<file path="config.mk">
export PLATFORM = sky130hd
export DESIGN_NAME = mem_arbiter_flat
export DESIGN_NICKNAME = d
export VERILOG_FILES = /design/src/rtl/mem_arbiter_if.sv /design/src/rtl/mem_arbiter.sv /design/src/flat_wrapper.sv
export SDC_FILE = /design/constraint.sdc
export NUM_CORES = 1
export LEC_CHECK = 0
export CAP_MARGIN = 30
export CORE_AREA = 5 5 201 203
export CTS_CLUSTER_DIAMETER = 30
export DETAILED_ROUTE_END_ITERATION = 16
export DIE_AREA = 0 0 206 208
export GPL_ROUTABILITY_DRIVEN = 1
export GPL_TIMING_DRIVEN = 0
export PLACE_DENSITY_LB_ADDON = 0.15
export SLEW_MARGIN = 5
export SYNTH_ARGS = -nofsm -noshare
export SYNTH_HDL_FRONTEND = slang
export SYNTH_SLANG_ARGS = --single-unit
</file>
<file path="constraint.sdc">
create_clock -name clk -period 4.7 [get_ports clk]
set_input_delay 0.705 -clock clk [delete_from_list [all_inputs] [get_ports clk]]
set_output_delay 0.705 -clock clk [all_outputs]
set_load 0.01 [all_outputs]
</file>
<file path="src/rtl/mem_arbiter_if.sv">
// Bundle of the two requester ports, their grant/done/rdata returns and the RAM side of mem_arbiter.
// The master modport is the requesters plus RAM; the slave modport is the arbiter.
interface mem_arbiter_if #(
    parameter int ADDR_W = 64,
    parameter int DATA_W = 64
);
    logic              req0;
    logic              req1;
    logic              we0;
    logic              we1;
    logic [ADDR_W-1:0] addr0;
    logic [ADDR_W-1:0] addr1;
    logic [DATA_W-1:0] wdata0;
    logic [DATA_W-1:0] wdata1;
    logic              gnt0;
    logic              gnt1;
    logic              done0;
    logic              done1;
    logic [DATA_W-1:0] rdata;
    logic [ADDR_W-1:0] ram_addr;
    logic              ram_read;
    logic              ram_write;
    logic [DATA_W-1:0] ram_wdata;
    logic [DATA_W-1:0] ram_rdata;

    modport master (
        output req0, req1, we0, we1, addr0, addr1, wdata0, wdata1, ram_rdata,
        input  gnt0, gnt1, done0, done1, rdata, ram_addr, ram_read, ram_write, ram_wdata
    );

    modport slave (
        input  req0, req1, we0, we1, addr0, addr1, wdata0, wdata1, ram_rdata,
        output gnt0, gnt1, done0, done1, rdata, ram_addr, ram_read, ram_write, ram_wdata
    );
endinterface

</file>
<file path="src/rtl/mem_arbiter.sv">
// Two-port round-robin arbiter in front of a single-cycle RAM: IDLE -> ACCESS -> RESP per transaction.
// Define MEM_ARB_FIXED_PRIO_EN to make port 0 always win a tie instead of round-robin.
module mem_arbiter #(
    parameter int ADDR_W = 64,
    parameter int DATA_W = 64
) (
    input logic          clk,
    input logic          reset,
    mem_arbiter_if.slave bus
);
    typedef enum logic [1:0] {IDLE, ACCESS, RESP} state_e;

    state_e            state_q, state_d;
    logic              owner_q, owner_d;
    logic              last_grant_q, last_grant_d;
    logic              we_q, we_d;
    logic [ADDR_W-1:0] addr_q, addr_d;
    logic [DATA_W-1:0] wdata_q, wdata_d;
    logic              ram_read_q, ram_read_d;
    logic              ram_write_q, ram_write_d;
    logic              gnt0_q, gnt0_d;
    logic              gnt1_q, gnt1_d;
    logic              done0_q, done0_d;
    logic              done1_q, done1_d;
    logic [DATA_W-1:0] rdata_q, rdata_d;
    logic              winner;

    always_ff @(posedge clk) begin
        if (reset) begin
            state_q      <= IDLE;
            owner_q      <= 1'b0;
            last_grant_q <= 1'b1;
            we_q         <= 1'b0;
            addr_q       <= '0;
            wdata_q      <= '0;
            ram_read_q   <= 1'b0;
            ram_write_q  <= 1'b0;
            gnt0_q       <= 1'b0;
            gnt1_q       <= 1'b0;
            done0_q      <= 1'b0;
            done1_q      <= 1'b0;
            rdata_q      <= '0;
        end else begin
            state_q      <= state_d;
            owner_q      <= owner_d;
            last_grant_q <= last_grant_d;
            we_q         <= we_d;
            addr_q       <= addr_d;
            wdata_q      <= wdata_d;
            ram_read_q   <= ram_read_d;
            ram_write_q  <= ram_write_d;
            gnt0_q       <= gnt0_d;
            gnt1_q       <= gnt1_d;
            done0_q      <= done0_d;
            done1_q      <= done1_d;
            rdata_q      <= rdata_d;
        end
    end

    always_comb begin
        state_d      = state_q;
        owner_d      = owner_q;
        last_grant_d = last_grant_q;
        we_d         = we_q;
        addr_d       = addr_q;
        wdata_d      = wdata_q;
        ram_read_d   = 1'b0;
        ram_write_d  = 1'b0;
        gnt0_d       = 1'b0;
        gnt1_d       = 1'b0;
        done0_d      = 1'b0;
        done1_d      = 1'b0;
        rdata_d      = rdata_q;

        // Winner is 1 for port 1; a lone requester always wins.
`ifdef MEM_ARB_FIXED_PRIO_EN
        winner = ~bus.req0;
`else
        if (bus.req0 && bus.req1) winner = ~last_grant_q;
        else                      winner = ~bus.req0;
`endif

        case (state_q)
            IDLE: begin
                if (bus.req0 || bus.req1) begin
                    state_d      = ACCESS;
                    owner_d      = winner;
                    last_grant_d = winner;
                    we_d         = winner ? bus.we1    : bus.we0;
                    addr_d       = winner ? bus.addr1  : bus.addr0;
                    wdata_d      = winner ? bus.wdata1 : bus.wdata0;
                    ram_write_d  = we_d;
                    ram_read_d   = ~we_d;
                    gnt0_d       = ~winner;
                    gnt1_d       = winner;
                end
            end
            ACCESS: begin
                state_d = RESP;
                done0_d = ~owner_q;
                done1_d = owner_q;
                if (!we_q) rdata_d = bus.ram_rdata;
            end
            RESP:    state_d = IDLE;
            default: state_d = IDLE;
        endcase
    end

    assign bus.gnt0      = gnt0_q;
    assign bus.gnt1      = gnt1_q;
    assign bus.done0     = done0_q;
    assign bus.done1     = done1_q;
    assign bus.rdata     = rdata_q;
    assign bus.ram_addr  = addr_q;
    assign bus.ram_wdata = wdata_q;
    assign bus.ram_read  = ram_read_q;
    assign bus.ram_write = ram_write_q;
endmodule

</file>
<file path="src/flat_wrapper.sv">
// flat-port wrapper written by rule: the top's interface ports become plain ports
module mem_arbiter_flat 
#(
    parameter int ADDR_W = 64,
    parameter int DATA_W = 64
)
  (clk, reset, bus_req0, bus_req1, bus_we0, bus_we1, bus_addr0, bus_addr1, bus_wdata0, bus_wdata1, bus_ram_rdata, bus_gnt0, bus_gnt1, bus_done0, bus_done1, bus_rdata, bus_ram_addr, bus_ram_read, bus_ram_write, bus_ram_wdata);
  mem_arbiter_if #(.ADDR_W(ADDR_W), .DATA_W(DATA_W)) bus_i ();
  input logic clk;
  input logic reset;
  input wire logic [$bits(bus_i.req0)-1:0] bus_req0;
  input wire logic [$bits(bus_i.req1)-1:0] bus_req1;
  input wire logic [$bits(bus_i.we0)-1:0] bus_we0;
  input wire logic [$bits(bus_i.we1)-1:0] bus_we1;
  input wire logic [$bits(bus_i.addr0)-1:0] bus_addr0;
  input wire logic [$bits(bus_i.addr1)-1:0] bus_addr1;
  input wire logic [$bits(bus_i.wdata0)-1:0] bus_wdata0;
  input wire logic [$bits(bus_i.wdata1)-1:0] bus_wdata1;
  input wire logic [$bits(bus_i.ram_rdata)-1:0] bus_ram_rdata;
  output wire logic [$bits(bus_i.gnt0)-1:0] bus_gnt0;
  output wire logic [$bits(bus_i.gnt1)-1:0] bus_gnt1;
  output wire logic [$bits(bus_i.done0)-1:0] bus_done0;
  output wire logic [$bits(bus_i.done1)-1:0] bus_done1;
  output wire logic [$bits(bus_i.rdata)-1:0] bus_rdata;
  output wire logic [$bits(bus_i.ram_addr)-1:0] bus_ram_addr;
  output wire logic [$bits(bus_i.ram_read)-1:0] bus_ram_read;
  output wire logic [$bits(bus_i.ram_write)-1:0] bus_ram_write;
  output wire logic [$bits(bus_i.ram_wdata)-1:0] bus_ram_wdata;
  assign bus_i.req0 = bus_req0;
  assign bus_i.req1 = bus_req1;
  assign bus_i.we0 = bus_we0;
  assign bus_i.we1 = bus_we1;
  assign bus_i.addr0 = bus_addr0;
  assign bus_i.addr1 = bus_addr1;
  assign bus_i.wdata0 = bus_wdata0;
  assign bus_i.wdata1 = bus_wdata1;
  assign bus_i.ram_rdata = bus_ram_rdata;
  assign bus_gnt0 = bus_i.gnt0;
  assign bus_gnt1 = bus_i.gnt1;
  assign bus_done0 = bus_i.done0;
  assign bus_done1 = bus_i.done1;
  assign bus_rdata = bus_i.rdata;
  assign bus_ram_addr = bus_i.ram_addr;
  assign bus_ram_read = bus_i.ram_read;
  assign bus_ram_write = bus_i.ram_write;
  assign bus_ram_wdata = bus_i.ram_wdata;
  mem_arbiter #(.ADDR_W(ADDR_W), .DATA_W(DATA_W)) u_core (.clk(clk), .reset(reset), .bus(bus_i));
endmodule
</file>
==> run summary <==
Status: complete, no violations
Layout cells sized above 1: 13.6%
Worst VDD drop: 0.202 mV
Number of max-cap violations: 0
Starting Density: 24.3%
H-tree levels: 3
FP Rows: 72
Initial antenna violation count: 11
TNS Setup: 0 ns
DR top layer: met5
Worst-Margin Slew: 0.950 ns
Final hold vios: 0
Placed Area: 15200 um^2
Setup crit start kind: input port
Clk_lat worst skew: 0.55 ns
Maximum buffer depth of the clock tree: 3
Pwr per Cell Area: 469 nW/um^2
WL final: 48.0 mm
Vias in the first global route: 11.6k
DRC viols: 0
Die Span X: 206 um
Synth unique cells: 25
Worst-path fanout max: 10
Final Max Slew Viols: 0
Crit Path Category: input port to register
Sequential cell area fraction in the yosys report: 43.7%
I/O Buffers: 521
Vias: 10.9k
Number of synthesized register bits: 203
CTS buffer count: 66
1st-iter DRT viols: 554
Synthesized instance count: 1071
WL met2: 22.9 mm
DRT met1 WL: 18.7 mm
Ports: 524
First-pass GRT wire length: 71.0 mm
Multi-input gate area: 4630 um^2
FF-to-FF setup slack: 2.38 ns
Largest net degree at the start of global routing: 11
Hold_buf cts: 0
Worst EP required: 5.16 ns
Register clock-pin slew on the reported worst setup and hold paths: 0.04 ns
Post-CTS Setup Repair Bufs: 0
Drt wl/cell: 21.5 um
Dpl hpwl: 36.3 mm
Syn nets: 1397
Final Cycle Share: 52.8%
Worst endpoint data arrival time: 2.94 ns
Number of antenna-violating nets in the routed design: 0
Synth warn: 0
Cell Chain, Critical Path: clkdlybuf4s50_1 > nand2b_1 > clkbuf_1 > clkbuf_1 > nand3_1 > a311oi_2
Root buffer cell: clkbuf_16
Fin area: 17600 um^2
CTS sink cnt: 203
Vias per cell: 4.88
Die H: 208 um
Pre-antenna DRT Iters: 5
Die footprint: 42800 um^2
RSZ-0062 raised after global routing: false
CTS tree: built
Grt ovf: 0
Sequential cell area: 4060 um^2
Crit path capture type: register
# nets final: 1986
Hold Crit Class: register to register
Post_cts resized: 0
Tmin final: 2.48 ns
Core Region: 38300 um^2
Leakage: 6.08 nW
Top cell by count, worst path: clkbuf_1
Final Skew: 0.0154 ns
Metal3 WL: 4.98 mm
FMAX: 0.403 GHz
CP max-delay cell: clkbuf_1
Area delta synth->final: 88.9%
Slew HR: 36.7%
Final GP Congestion: 0.840
Final setup fails: 0
CP peak stage delay: 0.70 ns
Syn avg cell area: 8.69 um^2
# fillers: 3737
Cell area after synthesis: 9300 um^2
Tot GR Track Use: 21.3%
-- cells in the mapped netlist --
cell,number,area [um^2]
a211oi_1,2,15.0
buf_1,5,18.8
or2_2,1,6.26
nand2b_1,1,6.26
o21ai_0,129,646
inv_2,1,3.75
buf_2,6,30.0
and2_1,2,12.5
nor3_1,2,10.0
nor2b_1,2,12.5
a311oi_1,29,254
dfxtp_1,203,4060
or3b_2,1,8.76
nor4_1,1,6.26
nand2_1,129,484
buf_6,11,124
nor2_1,2,7.51
and4b_1,1,10.0
nand3_1,129,646
clkbuf_1,115,432
o21bai_1,1,7.51
or2_1,1,6.26
nor3b_1,2,15.0
a311oi_2,100,1500
a21oi_1,195,976
-- cell families after synthesis --
| kind of cell | after synthesis | synth area share [%] |
|---|---|---|
| compound gates | 456 | 36.5 |
| simple gates | 274 | 13.2 |
| buf+inv | 138 | 6.54 |
| flops | 203 | 43.7 |
-- path summary, 6_finish.rpt --
check                             end                 start  depth (start not counted)
max          u_core.bus.ram_wdata[14]              bus_req1                          6
min              u_core.bus.rdata[58]  u_core.bus.rdata[58]                          2
max reg2reg  u_core.bus.ram_wdata[20]     u_core.state_q[1]                          5
min reg2reg      u_core.bus.rdata[58]  u_core.bus.rdata[58]                          2
-- power by group --
part,switching [W],leakage (nW),internal (W)
combinational,0.000721,3.25,0.000762
sequential,0.0000933,1.68,0.00190
clock,0.00131,1.15,0.00345
total,0.00212,6.08,0.00611
-- through the flow --
stage	setup WS, ns	total power (W)	hold slack (ns)	utilization (%)	cells
after floorplan	2.70	0.00267	0.406	-	1071
after global placement	1.63	0.00351	0.442	39.6	2110
after detailed placement	1.62	0.00351	0.446	39.6	2110
after CTS	2.17	0.00833	0.452	45.9	2230
after global routing	2.08	0.00857	0.474	45.9	2235
final	2.22	0.00824	0.449	45.9	2235
-- worst max-delay path: cells and delay by family --
kind / cells / cell delay, ns
compound gates: 1 / 0.29
buf+inv: 3 / 1.57
simple gates: 2 / 0.37
-- layer usage --
metal	global-route usage (%)	vias to the layer above
li1	-	5211
met1	24.2	5136
met2	35.5	457
met3	9.19	95
met4	7.94	12
met5	0	-
-- state kept, by name (all words and copies together), names as in the netlist --
| signal | cells |
|---|---|
| u_core.we_q | 1 |
| u_core.state_q | 2 |
| u_core.bus.rdata | 64 |
| u_core.bus.ram_read | 1 |
| u_core.bus.ram_addr | 64 |
| u_core.bus.done1 | 1 |
| u_core.bus.ram_write | 1 |
| u_core.last_grant_q | 1 |
| u_core.owner_q | 1 |
| u_core.bus.done0 | 1 |
| u_core.bus.ram_wdata | 64 |
| u_core.bus.gnt0 | 1 |
| u_core.bus.gnt1 | 1 |
-- placed cells by master, fill, tap and decap left out, types with 2 or more instances in the layout --
cell             count
a311oi_2           100
clkinv_2            12
clkbuf_8             4
clkinv_4             2
clkinv_8             3
nand3_1            129
nor3b_1              2
buf_6               11
buf_1                5
dfxtp_1            203
diode_2              5
clkdlybuf4s50_1    521
clkbuf_1           122
clkinvlp_4           8
and2_1               2
a21oi_1            195
a311oi_1            29
inv_6                3
clkbuf_16           66
nor2_1               2
nand2_1            129
nor2b_1              2
buf_2                6
o21ai_0            129
nor3_1               2
a211oi_1             2
bufinv_16           15
-- layout make-up --
cell class                 count  area share (%)
timing repair buffer         521            29.7
multi-input combinational    730            26.3
sequential                   203            23.1
clock buffer                  77            9.86
clock inverter                43            3.77
tap                          518            3.69
buffer                       137            3.44
antenna                        5          0.0712
inverter                       1          0.0214
Power figures use the tool's default switching activity.
